**src/rtl/dmem_pkg.sv**
```systemverilog
// Shared definitions for the data-memory arbiter: memop codes, the
// arbiter state encoding and the access-legality check.
package dmem_pkg;

  localparam logic [2:0] MEMOP_B  = 3'b000;
  localparam logic [2:0] MEMOP_H  = 3'b001;
  localparam logic [2:0] MEMOP_W  = 3'b010;
  localparam logic [2:0] MEMOP_BU = 3'b100;
  localparam logic [2:0] MEMOP_HU = 3'b101;

  typedef enum logic {
    ARB_IDLE = 1'b0,
    ARB_RESP = 1'b1
  } arb_state_e;

  // An access is legal when its memop is a known code and the address is
  // naturally aligned for the access size.
  function automatic logic memop_legal(input logic [2:0] memop, input logic [1:0] addr_lo);
    logic ok;
    case (memop)
      MEMOP_B, MEMOP_BU: ok = 1'b1;
      MEMOP_H, MEMOP_HU: ok = (addr_lo[0] == 1'b0);
      MEMOP_W:           ok = (addr_lo == 2'b00);
      default:           ok = 1'b0;
    endcase
    return ok;
  endfunction

endpackage

```
**src/rtl/dmem_arb_pick.sv**
```systemverilog
// Winner selection between the two requesters.
// DMEM_ARB_RR_EN defined: round-robin, ptr_i names the preferred port.
// DMEM_ARB_RR_EN undefined: fixed priority, port 0 always wins.
module dmem_arb_pick
  import dmem_pkg::*;
(
  input  logic [1:0] req_i,
`ifdef DMEM_ARB_RR_EN
  input  logic       ptr_i,
`endif
  output logic [1:0] pick_o
);

  // One-hot winner from the current requests
  always_comb begin
    pick_o = 2'b00;
`ifdef DMEM_ARB_RR_EN
    if (req_i == 2'b11) begin
      pick_o = ptr_i ? 2'b10 : 2'b01;
    end else begin
      pick_o = req_i;
    end
`else
    if (req_i[0]) begin
      pick_o = 2'b01;
    end else begin
      pick_o = {req_i[1], 1'b0};
    end
`endif
  end

endmodule

```
**src/rtl/dmem_arbiter.sv**
```systemverilog
// Two-port arbiter in front of the single data_mem instance. Grants one
// access per cycle (combinational grant), blocks illegal accesses from
// reaching memory and returns load/error responses one cycle after grant.
// Build option: DMEM_ARB_RR_EN selects round-robin instead of fixed priority.
module dmem_arbiter
  import dmem_pkg::*;
(
  input  logic        clock,
  input  logic        resetn,
  input  logic [1:0]  req,
  input  logic [1:0]  we,
  input  logic [5:0]  memop,
  input  logic [63:0] addr,
  input  logic [63:0] wdata,
  output logic [1:0]  gnt,
  output logic [1:0]  rvalid,
  output logic        err,
  output logic [31:0] rdata,
  output logic [31:0] mem_addr,
  output logic [31:0] mem_datain,
  output logic [2:0]  mem_memop,
  output logic        mem_we,
  input  logic [31:0] mem_dataout
);

  arb_state_e  state_q, state_d;
  logic        owner_q, owner_d;
  logic        err_q, err_d;
  logic [1:0]  pick_s;
  logic        any_gnt_s;
  logic        sel_s;
  logic [2:0]  sel_memop_s;
  logic [31:0] sel_addr_s;
  logic [31:0] sel_wdata_s;
  logic        sel_we_s;
  logic        legal_s;

`ifdef DMEM_ARB_RR_EN
  logic ptr_q, ptr_d;

  dmem_arb_pick u_pick (
    .req_i  (req),
    .ptr_i  (ptr_q),
    .pick_o (pick_s)
  );
`else
  dmem_arb_pick u_pick (
    .req_i  (req),
    .pick_o (pick_s)
  );
`endif

  // Grant, memory-side mux, response outputs and next-state decode
  always_comb begin
    gnt         = 2'b00;
    any_gnt_s   = 1'b0;
    sel_s       = 1'b0;
    sel_memop_s = 3'b000;
    sel_addr_s  = 32'h0000_0000;
    sel_wdata_s = 32'h0000_0000;
    sel_we_s    = 1'b0;
    legal_s     = 1'b0;
    mem_addr    = 32'h0000_0000;
    mem_datain  = 32'h0000_0000;
    mem_memop   = 3'b000;
    mem_we      = 1'b0;
    rvalid      = 2'b00;
    err         = 1'b0;
    rdata       = 32'h0000_0000;
    state_d     = ARB_IDLE;
    owner_d     = owner_q;
    err_d       = 1'b0;

    // Nothing is granted while reset is held, so memory never sees a write.
    if (resetn) begin
      gnt = pick_s;
    end else begin
      gnt = 2'b00;
    end
    any_gnt_s = |gnt;
    sel_s     = gnt[1];

    if (sel_s) begin
      sel_memop_s = memop[5:3];
      sel_addr_s  = addr[63:32];
      sel_wdata_s = wdata[63:32];
      sel_we_s    = we[1];
    end else begin
      sel_memop_s = memop[2:0];
      sel_addr_s  = addr[31:0];
      sel_wdata_s = wdata[31:0];
      sel_we_s    = we[0];
    end
    legal_s = memop_legal(sel_memop_s, sel_addr_s[1:0]);

    if (any_gnt_s) begin
      mem_addr   = sel_addr_s;
      mem_datain = sel_wdata_s;
      mem_memop  = sel_memop_s;
      mem_we     = sel_we_s & legal_s;
      // Loads and rejected accesses owe a response next cycle.
      if (!sel_we_s || !legal_s) begin
        state_d = ARB_RESP;
        owner_d = sel_s;
        err_d   = ~legal_s;
      end else begin
        state_d = ARB_IDLE;
      end
    end else begin
      state_d = ARB_IDLE;
    end

    case (state_q)
      ARB_RESP: begin
        rvalid = owner_q ? 2'b10 : 2'b01;
        err    = err_q;
        rdata  = mem_dataout;
      end
      default: begin
        rvalid = 2'b00;
      end
    endcase
  end

`ifdef DMEM_ARB_RR_EN
  // Preference flips to the other port after every grant
  always_comb begin
    if (any_gnt_s) begin
      ptr_d = ~sel_s;
    end else begin
      ptr_d = ptr_q;
    end
  end

  // Round-robin pointer register
  always_ff @(posedge clock or negedge resetn) begin
    if (!resetn) begin
      ptr_q <= 1'b0;
    end else begin
      ptr_q <= ptr_d;
    end
  end
`endif

  // State and response-owner registers; reset drops any pending response
  always_ff @(posedge clock or negedge resetn) begin
    if (!resetn) begin
      state_q <= ARB_IDLE;
      owner_q <= 1'b0;
      err_q   <= 1'b0;
    end else begin
      state_q <= state_d;
      owner_q <= owner_d;
      err_q   <= err_d;
    end
  end

endmodule

```
**config.mk**
```make
export PLATFORM = sky130hd
export DESIGN_NAME = dmem_arbiter
export DESIGN_NICKNAME = d
export VERILOG_FILES = /design/src/rtl/dmem_pkg.sv /design/src/rtl/dmem_arb_pick.sv /design/src/rtl/dmem_arbiter.sv
export SDC_FILE = /design/constraint.sdc
export NUM_CORES = 1
export LEC_CHECK = 0
export BUFFER_PORTS_ARGS = -buffer_cell sky130_fd_sc_hd__clkbuf_2
export CAP_MARGIN = 0
export CELL_PAD_IN_SITES_DETAIL_PLACEMENT = 0
export CELL_PAD_IN_SITES_GLOBAL_PLACEMENT = 1
export CORE_ASPECT_RATIO = 1.25
export CORE_MARGIN = 10
export CORE_UTILIZATION = 16
export DETAILED_ROUTE_END_ITERATION = 7
export PLACE_DENSITY_LB_ADDON = 0.1
export SLEW_MARGIN = 10
export SYNTH_ARGS = -nofsm -noshare
export SYNTH_HDL_FRONTEND = slang
export SYNTH_SLANG_ARGS = --single-unit
```
**constraint.sdc**
```tcl
create_clock -name clock -period 1.11 [get_ports clock]
set_input_delay 0.0555 -clock clock [delete_from_list [all_inputs] [get_ports clock]]
set_output_delay 0.0555 -clock clock [all_outputs]
set_load 0.01 [all_outputs]
```
==> flow_summary.yaml <==
final_layout:
  final_common_cell: "clkbuf_2"
  layout_common_cells: "clkbuf_2, nand2_1, and2_1, o21ai_0, buf_4"
  regArea_sq_um: 75.07
  nets: 800
  multi_input_area_sq_um: 1632
  stdcell_count: 765
  drive_above_1_share_pct: 48.96
  n_antenna_cell: 0
  num-fill-cells: 1302
  fin_util_pct: 31.96
  areaGrowthSynthToFinish_pct: 97.65
timing:
  worst_pin_slew_ns: 0.2722
  rsz0062_at_grt: "true"
  slew_headroom_pct: 81.70
  drv_slew: 0
  fmax_ghz: 0.9144
  post-route-period-util_pct: 98.52
  period_minus_slack_ns: 1.094
  fin_ws_ns: 0.01640
  fin_skew_ns: 0
  hold_violations: 3
  fin_hold_ws_ns: -0.001674
  setup_viol: 0
drt:
  wire_per_inst_um: 15.81
  met1Wirelength_um: 4134
  highest_layer: "met4"
  wl_met3_um: 1860
  drt_iter0_drc: 88
  routed_wl_um: 12100
  vias: 3196
  wl_met2_um: 5991
  antenna_left: 0
  drc: 0
  firstDrtPassIters: 4
  viasPerCell: 4.178
pwr:
  p_leak_nw: 2.168
  internal_power_mw: 1.284
  pwr-share-seq_pct: 6.5
  p_sw_share_pct: 36.81
  combPwrFrac_pct: 65.7
  switchingPower_uw: 748.1
  powerDensity_nw_per_um2: 552.6
  power.total_mw: 2.032
  p_clk_share_pct: 27.8
  ir_worst_vdd_uv: 567.2
yosys:
  ys_types: 24
  syn-cell-area_sq_um: 1861
  synth_enable_flop_cells: 0
  yosys-top-cells-area: "and2_1, nand2_1, o21ai_0, buf_2, dfrtp_1"
  synth_top_area_cell: "and2_1"
  synth_cells: 358
  ys_ff_latch: 3
  avgSynthCellArea_sq_um: 5.197
  synth_warnings: 0
  syn-num-nets: 530
  yosys.area.top_type_share_pct: 33.96
  async_reset_ff_share_pct: 100.0
  synth-seq-area-share_pct: 4.035
  synth-main-ff-cell: "dfrtp_1"
setup_path:
  cp_max_fo: 35
  cp_slowest_cell: "dfrtp_1"
  start_kind: "register"
  cp.required_ns: 1.05
  critPathArrivalTime_ns: 1.04
  path_class: "reg2out"
  critPathCaptureType: "primary output"
  crit_chain: "buf_12 -> and2_1 -> clkbuf_2"
  slowest_delay_ns: 0.38
cts:
  clk_pin_slew_ns: 0.03
  cts_made_buffers: 3
  cts.sinks: 3
  h-tree-depth: 1
  cts_hold_buf: 0
  cts_tree: "done"
  clk_latency_ns: 0.22
  clock_path_buffers: 2
  cts_root_buf: "clkbuf_16"
global_routing:
  grt_max_degree: 43
  global_route.overflow_total: 0
  grt_use_total_pct: 13.05
  antenna_found_initial: 0
  grt_pass1_vias: 3157
  grt_pass1_wl_um: 17020
die:
  io-pin-count: 277
  start_util_pct: 16.17
  die_w_um: 116.5
  dieArea_sq_um: 16370
  die_height_um: 140.6
  core_region_area_sq_um: 11510
  rows: 44
job:
  maxCapViolCount: 0
placement:
  gp_congestion: 0.7527
  place_ws_ns: -0.001710
  port_buffers: 276
  place_inst: 755
  hpwlAfterDp_um: 10160
outcome:
  status: "finished, violations left"
  violations: "negative hold slack"
worst_hold_path:
  hold_class: "in2async"
-- metal layers --
metal / track usage, % / vias to the layer above
met1: 12.38 / 1334
met5: 0 / -
li1: - / 1669
met4: 2.442 / 0
met2: 23.99 / 189
met3: 7.094 / 4
-- logic make-up after synthesis --
group	Yosys count	synth area share [%]
AOI/OAI and AO/OA	77	21.72
DFF	3	4.035
and+or+nand+nor	243	64.29
buffers and inverters	35	9.953
-- state kept, by name, indices dropped and copies added, names as in the netlist --
name,count
err_q,1
owner_q,1
state_q,1
-- critical path: cells and delay by family (launching register included) --
kind,cells,cell delay [ns]
flops,1,0.38
buf+inv,2,0.29
simple gates,1,0.14
-- power by group through the flow --
stage / logic (mW) / clock network (mW) / registers, mW
6_report: 1.33 / 0.566 / 0.132
5_1_grt: 1.50 / 0.597 / 0.133
4_1_cts: 1.31 / 0.574 / 0.134
3_5_place_dp: 1.27 / 0 / 0.136
3_3_place_gp: 1.26 / 0 / 0.135
2_1_floorplan: 0.593 / 0 / 0.133
-- synthesized netlist by cell type (2+ instances only) --
cell type	instances
nand2_1	134
and2_1	101
o21ai_0	69
buf_2	21
clkbuf_1	7
buf_6	3
dfrtp_1	3
inv_1	2
nor2b_1	2
o31ai_1	2
-- path summary, 6_finish.rpt --
| check | startpoint | endpoint | slack, ns | cells after the start |
|---|---|---|---|---|
| hold / removal | resetn | state_q | -0.002 | 2 |
| max in group asynchronous | resetn | err_q | 0.97 | 2 |
| hold reg to reg | owner_q | owner_q | 0.69 | 3 |
| setup / recovery | state_q | rdata[4] | 0.02 | 3 |
| min in group clock | we[0] | owner_q | 0.14 | 3 |
| setup reg to reg | owner_q | owner_q | 0.08 | 4 |
-- final cells by class --
type | count | area share [%]
inverter | 2 | 0.2042
sequential | 3 | 2.042
clock buffer | 4 | 2.144
multi-input combinational | 320 | 44.37
timing repair buffer | 298 | 46.55
tap | 138 | 4.695
-- metrics by stage --
step                  TNS (ns)  area, sq um
finish                       0         3677
global route           -0.3741         3677
CTS                 -0.0003901         3560
detailed placement   -0.001710         3447
global placement             0         3447
floorplan                    0         1861
-- timing repair --
item                       4_1_cts  5_1_grt
gates cloned                     0        3
setup endpoints to repair       36       41
setup buffers                    1        2
gates resized for setup          5       11
pin swaps                        0        1
No activity file was read; power rests on OpenSTA's default activity.
